$ cat src/rtl/wb_bus_arbiter.sv
// Round-robin Wishbone classic arbiter for NUM_M masters sharing one slave port.
// The grant is locked for the whole CYC window; a watchdog aborts unacked strobes.
module wb_bus_arbiter #(
  parameter int NUM_M   = 2,
  parameter int TIMEOUT = 255,
  parameter int CNT_W   = 8
) (
  input  logic                 i_clk,
  input  logic                 i_reset_n,
  input  logic [NUM_M-1:0]     i_m_cyc,
  input  logic [NUM_M-1:0]     i_m_stb,
  input  logic [NUM_M-1:0]     i_m_we,
  input  logic [NUM_M*32-1:0]  i_m_adr,
  input  logic [NUM_M*32-1:0]  i_m_dat,
  input  logic [NUM_M*4-1:0]   i_m_sel,
  output logic [31:0]          o_m_dat,
  output logic [NUM_M-1:0]     o_m_ack,
  output logic [NUM_M-1:0]     o_m_err,
  output logic [NUM_M-1:0]     o_grant,
  output logic                 o_s_cyc,
  output logic                 o_s_stb,
  output logic                 o_s_we,
  output logic [31:0]          o_s_adr,
  output logic [31:0]          o_s_dat,
  output logic [3:0]           o_s_sel,
  input  logic [31:0]          i_s_dat,
  input  logic                 i_s_ack
);

  localparam int LW = $clog2(NUM_M);
  localparam logic [CNT_W-1:0] WDT_LAST =
    CNT_W'((TIMEOUT > 0) ? TIMEOUT - 1 : 0);
  localparam logic [LW-1:0] LAST_RST = LW'(NUM_M - 1);

  typedef enum logic [1:0] {
    IDLE,
    BUSY,
    ERR
  } state_t;

  state_t           state_q, state_d;
  logic [NUM_M-1:0] grant_d;
  logic [LW-1:0]    last_q, last_d;
  logic [LW-1:0]    gidx, scan_idx, win_idx;
  logic [CNT_W-1:0] wdt_q, wdt_d;
  logic             found;
  logic             cyc_g, stb_g;
  logic             wdt_hit;

  logic [31:0] adr_a [NUM_M];
  logic [31:0] dat_a [NUM_M];
  logic [3:0]  sel_a [NUM_M];

  for (genvar i = 0; i < NUM_M; i++) begin : g_unpack
    assign adr_a[i] = i_m_adr[32*i +: 32];
    assign dat_a[i] = i_m_dat[32*i +: 32];
    assign sel_a[i] = i_m_sel[4*i +: 4];
  end

  always_comb begin
    gidx = '0;
    for (int i = 0; i < NUM_M; i++) begin
      if (o_grant[i]) gidx = LW'(i);
    end
  end

  assign cyc_g = i_m_cyc[gidx];
  assign stb_g = i_m_stb[gidx];

  // Ack in the same cycle beats the timeout.
  assign wdt_hit = (TIMEOUT > 0) && stb_g && !i_s_ack
                   && (wdt_q == WDT_LAST);

  // Scan starts just past the last owner, wrapping.
  always_comb begin
    found    = 1'b0;
    scan_idx = '0;
    win_idx  = '0;
    for (int i = 1; i <= NUM_M; i++) begin
      scan_idx = LW'((int'(last_q) + i) % NUM_M);
      if (!found && i_m_cyc[scan_idx]) begin
        found   = 1'b1;
        win_idx = scan_idx;
      end
    end
  end

  always_comb begin
    state_d = state_q;
    grant_d = o_grant;
    last_d  = last_q;
    wdt_d   = wdt_q;
    unique case (state_q)
      IDLE: begin
        wdt_d = '0;
        if (found) begin
          state_d          = BUSY;
          grant_d          = '0;
          grant_d[win_idx] = 1'b1;
          last_d           = win_idx;
        end
      end
      BUSY: begin
        if (!cyc_g) begin
          state_d = IDLE;
          grant_d = '0;
          wdt_d   = '0;
        end else if (wdt_hit) begin
          state_d = ERR;
        end else if ((TIMEOUT > 0) && stb_g && !i_s_ack) begin
          wdt_d = wdt_q + 1'b1;
        end else begin
          wdt_d = '0;
        end
      end
      ERR: begin
        if (!cyc_g) begin
          state_d = IDLE;
          grant_d = '0;
          wdt_d   = '0;
        end
      end
      default: begin
        state_d = IDLE;
        grant_d = '0;
        wdt_d   = '0;
      end
    endcase
  end

  always_ff @(posedge i_clk or negedge i_reset_n) begin
    if (!i_reset_n) begin
      state_q <= IDLE;
      o_grant <= '0;
      last_q  <= LAST_RST;
      wdt_q   <= '0;
    end else begin
      state_q <= state_d;
      o_grant <= grant_d;
      last_q  <= last_d;
      wdt_q   <= wdt_d;
    end
  end

  assign o_m_dat = i_s_dat;

  always_comb begin
    o_s_cyc = 1'b0;
    o_s_stb = 1'b0;
    o_s_we  = 1'b0;
    o_s_adr = '0;
    o_s_dat = '0;
    o_s_sel = '0;
    o_m_ack = '0;
    o_m_err = '0;
    if (state_q == BUSY) begin
      o_s_cyc       = cyc_g;
      o_s_stb       = stb_g;
      o_s_we        = i_m_we[gidx];
      o_s_adr       = adr_a[gidx];
      o_s_dat       = dat_a[gidx];
      o_s_sel       = sel_a[gidx];
      o_m_ack[gidx] = i_s_ack & stb_g;
      o_m_err[gidx] = wdt_hit;
    end
  end

endmodule

$ cat config.mk
export PLATFORM = sky130hd
export DESIGN_NAME = wb_bus_arbiter
export DESIGN_NICKNAME = d
export VERILOG_FILES = /design/src/rtl/wb_bus_arbiter.sv
export SDC_FILE = /design/constraint.sdc
export NUM_CORES = 1
export LEC_CHECK = 0
export CAP_MARGIN = 20
export CORE_AREA = 2 2 110 112
export DETAILED_ROUTE_END_ITERATION = 8
export DIE_AREA = 0 0 112 114
export GPL_TIMING_DRIVEN = 0
export PLACE_DENSITY = 0.68
export SLEW_MARGIN = 20
export SYNTH_ARGS = -nofsm -noshare
export SYNTH_HDL_FRONTEND = slang
export SYNTH_SLANG_ARGS = --single-unit
$ cat constraint.sdc
create_clock -name i_clk -period 1.7 [get_ports i_clk]
set_input_delay 0.34 -clock i_clk [delete_from_list [all_inputs] [get_ports i_clk]]
set_output_delay 0.34 -clock i_clk [all_outputs]
set_load 0.02 [all_outputs]
==> summary.md <==
On the worst path, the slowest cell contributes a delay of 0.38 ns. The floorplan step set the die width to 112 um. Together, buffers and inverters on the worst path number 5. The final wirelength was 12,900 um. The tree is rooted in a sky130_fd_sc_hd__clkbuf_16. The maximum resistive drop on vdd is 0.000650 V, and the met3 wire length is 782 um. The wire length on met1 is 5000 um. The clock reaches the later pin of the worst-skew pair after 0.25 ns.

The floorplan step defined a die boundary enclosing 12,800 sq um. The combined global-route utilization of all metal layers came out at 0.170. The run finished, with violations left.

Counting every net in the synthesized netlist gives 466. The signal on the critical path passes through buf_6 > buf_12 > buf_12 > buf_4 > mux2i_1 > nor2b_1 > buf_4. The placed instance count is 684, and the average size of a mapped cell is 8.32 sq um.

For the total count of max-transition violations in the final report, the log shows 0. For the number of placement rows, the log shows 40. The minimum clock period was 1.92 ns.

The compound-gate portion of the synthesized area was 0.0816. Clock-pin slew was measured on the worst setup and hold paths at 0.05 ns. In this run, distinct cell masters in the synthesized netlist total 40. Buffers inserted during clock tree synthesis total 3. After synthesis, the largest family of logic cells by area is multiplexers. For the via count of the first global-routing pass, the log shows 3,100. The leakage component of the power is 2.58 nW.

Power comes to 7.97 mW. Counting along the longest clock path gives a buffer depth of 2. Summed over all nets, the half-perimeter wirelength after detailed placement is 9960 um. The repair_antennas step left the layout with diodes totalling 0. Hold is met by 0.490 ns. TritonCTS built the clock tree.

The count of endpoints failing hold in the final timing report was 0. The tools report the reported max-cap violation count as 0. The number of antenna violations at the first check in global routing is 0. Synthesis produced a netlist whose cell count is 284. The final worst setup slack was -0.219 ns; the required time at the endpoint of the critical path was 1.36 ns.

After global routing the overflow that remains totals 0. The final route contains 3,156 vias. The top cell types in the final layout, fill and taps aside, are sky130_fd_sc_hd__clkdlybuf4s50_1, sky130_fd_sc_hd__buf_4, sky130_fd_sc_hd__nor2b_1, sky130_fd_sc_hd__mux2i_1, sky130_fd_sc_hd__buf_6.

STA classifies the critical path endpoint as an output pin. The mux share of post-synthesis cell area was 0.311; the final non-filler cell total was 720. The count of nets after finishing is 756, and the number of H-tree levels is 1. The mean routed wirelength per cell came out at 17.9 um. The most common cell after layout, fill and taps aside is sky130_fd_sc_hd__clkdlybuf4s50_1.

Data arrives at the worst endpoint at 1.58 ns. For the pin with the worst max-slew slack, the measured transition is 0.632 ns. Kind of critical path: reg -> out.

The largest clock skew in the final design came out at 0.00437 ns. In the post-synthesis netlist, the biggest area contributors are sky130_fd_sc_hd__mux2i_1, sky130_fd_sc_hd__nor2b_1, sky130_fd_sc_hd__dfrtp_1. Synthesis inferred 13 register bits. The final reports fail on setup timing. Among all stages on the critical path, the largest delay is contributed by sky130_fd_sc_hd__dfrtp_1. The uppermost signal routing layer after detailed routing was met4.

In this run the cell area of the synthesized design comes to 2360 sq um. Using the TritonRoute via totals, the vias-per-cell ratio works out to 4.38. The area growth from synthesis to layout is 158%. Power density over cell area: 1310 nW/um^2. The tightest min-delay check is of the in -> async type. Headroom to the max-slew limit: 0.578. Entering global routing, the biggest net connects 14 pins.

The last weighted congestion value of the routability-driven placer was 0.879. The first global-routing pass estimated 17,300 um of wire. The total length of routed met2 wires came out at 6950 um. STA classifies the critical path startpoint as a flip-flop.

The xor and xnor fraction of the mapped netlist area is 0. Largest area contributor in the synthesized netlist: sky130_fd_sc_hd__mux2i_1. For the DRC marker count from the first detailed-route iteration, the log shows 89.

The run gives 0.202 as the starting density of the core. The logs give 13 for the clock sink total and 521 MHz for the maximum frequency from static timing analysis. For the residual DRC count, the log shows 0.

The gate family responsible for the most delay along the worst path is buffers and inverters. Of all nets on the critical path, the largest fanout is 6. The adder-cell share of the synthesized area was 0.0265. The sequential area share after synthesis came out at 0.138. Setup violations remaining at the end of the flow were counted as 79. The number of primary I/O pins came out at 286. Warning count from the yosys run: 0. The simple-gate share of the synthesized area is 0.289, and the portion of the clock cycle consumed by the worst path in the final layout is 1.13. The fraction of final layout cells sized beyond drive strength 1 was 0.407; the final setup TNS was -11.61 ns. The first detailed-routing pass ran for 4 iterations. The core region is 11,700 sq um. The number of buffers inserted by port buffering is 253, and the fraction of synthesized cell area taken by the top area cell type is 0.292. The die is 114 um tall.

Setup repair after global routing could not meet its margin everywhere. Before CTS, the worst setup slack after placement is -0.872 ns. Counting the fill cells in the layout gives 1,089. Post-route antenna net violation count: 0.
-- metrics by stage --
stage | utilization | instance area (sq um)
final | 0.521 | 6100
after global routing | 0.521 | 6100
after CTS | 0.484 | 5670
after detailed placement | 0.444 | 5200
after global placement | 0.444 | 5200
after floorplan | - | 2480
-- cells in the mapped netlist --
cell / count
sky130_fd_sc_hd__mux2i_1: 69
sky130_fd_sc_hd__and3_1: 2
sky130_fd_sc_hd__mux2_4: 3
sky130_fd_sc_hd__nand4b_2: 1
sky130_fd_sc_hd__nor2b_1: 70
sky130_fd_sc_hd__nand2_1: 7
sky130_fd_sc_hd__inv_2: 1
sky130_fd_sc_hd__inv_1: 7
sky130_fd_sc_hd__o22ai_1: 1
sky130_fd_sc_hd__o21ai_0: 6
sky130_fd_sc_hd__buf_4: 33
sky130_fd_sc_hd__clkbuf_1: 9
sky130_fd_sc_hd__a21o_1: 1
sky130_fd_sc_hd__o21bai_1: 1
sky130_fd_sc_hd__nand4_1: 1
sky130_fd_sc_hd__dfrtp_1: 12
sky130_fd_sc_hd__nand3_1: 4
sky130_fd_sc_hd__and4_1: 1
sky130_fd_sc_hd__a211o_1: 3
sky130_fd_sc_hd__buf_2: 8
sky130_fd_sc_hd__nor3_1: 3
sky130_fd_sc_hd__nor2_1: 6
sky130_fd_sc_hd__nor4b_1: 2
sky130_fd_sc_hd__o21ba_2: 1
sky130_fd_sc_hd__nor4_1: 3
sky130_fd_sc_hd__nor3b_1: 4
sky130_fd_sc_hd__a21oi_1: 5
sky130_fd_sc_hd__a31oi_1: 1
sky130_fd_sc_hd__dfstp_2: 1
sky130_fd_sc_hd__and2_4: 1
sky130_fd_sc_hd__a22oi_1: 2
sky130_fd_sc_hd__ha_1: 5
sky130_fd_sc_hd__o22a_1: 3
sky130_fd_sc_hd__a32o_1: 1
sky130_fd_sc_hd__nand4b_1: 1
sky130_fd_sc_hd__nor4b_4: 1
sky130_fd_sc_hd__nor4bb_1: 1
sky130_fd_sc_hd__o21a_1: 1
sky130_fd_sc_hd__a21o_4: 1
sky130_fd_sc_hd__buf_6: 1
-- metal layers --
metal  GRT usage  vias up
met2       0.324      120
li1            -     1535
met4      0.0244        0
met1       0.201     1490
met3      0.0377       11
met5           0        -
-- kinds of logic after synthesis --
kind of cell               after synthesis
and+or+nand+nor                        108
muxes                                   72
buffers and inverters                   59
AOI/OAI and AO/OA                       27
DFF                                     13
adders and majority gates                5
-- cell type report --
type / count / area, sq um / area share
inverters: 8 / 32.5 / 0.00533
plain buffers: 51 / 562 / 0.0921
multi-input cells: 212 / 2120 / 0.348
well taps: 147 / 184 / 0.0301
clock buffers: 4 / 78.8 / 0.0129
flip-flops and latches: 13 / 330 / 0.0541
repair buffers: 285 / 2790 / 0.457
-- path summary, 6_finish.rpt --
kind	start	to	slack, ns	cells past startpoint
max in group asynchronous	i_reset_n	wdt_q[2]	0.76	1
hold / removal	i_reset_n	wdt_q[6]	0.49	1
setup / recovery	o_grant[1]	o_s_sel[2]	-0.22	7
hold reg to reg	last_q	last_q	0.54	2
setup reg to reg	o_grant[1]	wdt_q[1]	-0.11	6
min in group i_clk	i_m_cyc[0]	last_q	0.50	2
-- registers in the layout, summed over array words and instances, names as in the netlist --
name / count
wdt_q: 8
o_grant: 2
state_q: 2
last_q: 1
-- power breakdown --
group | switching, mW | internal, mW | leakage [nW] | total, mW
Clock | 0.137 | 0.317 | 0.0382 | 0.454
Sequential | 0.0407 | 0.368 | 0.169 | 0.408
Combinational | 3.18 | 3.93 | 2.38 | 7.10
-- repair_timing --
item / CTS / global route
pin swaps: 9 / 9
setup endpoints to repair: 82 / 84
gates cloned: 4 / 6
hold buffers: 0 / 0
setup buffers: 14 / 9
gates resized for setup: 452 / 82
Power figures use the tool's default switching activity.
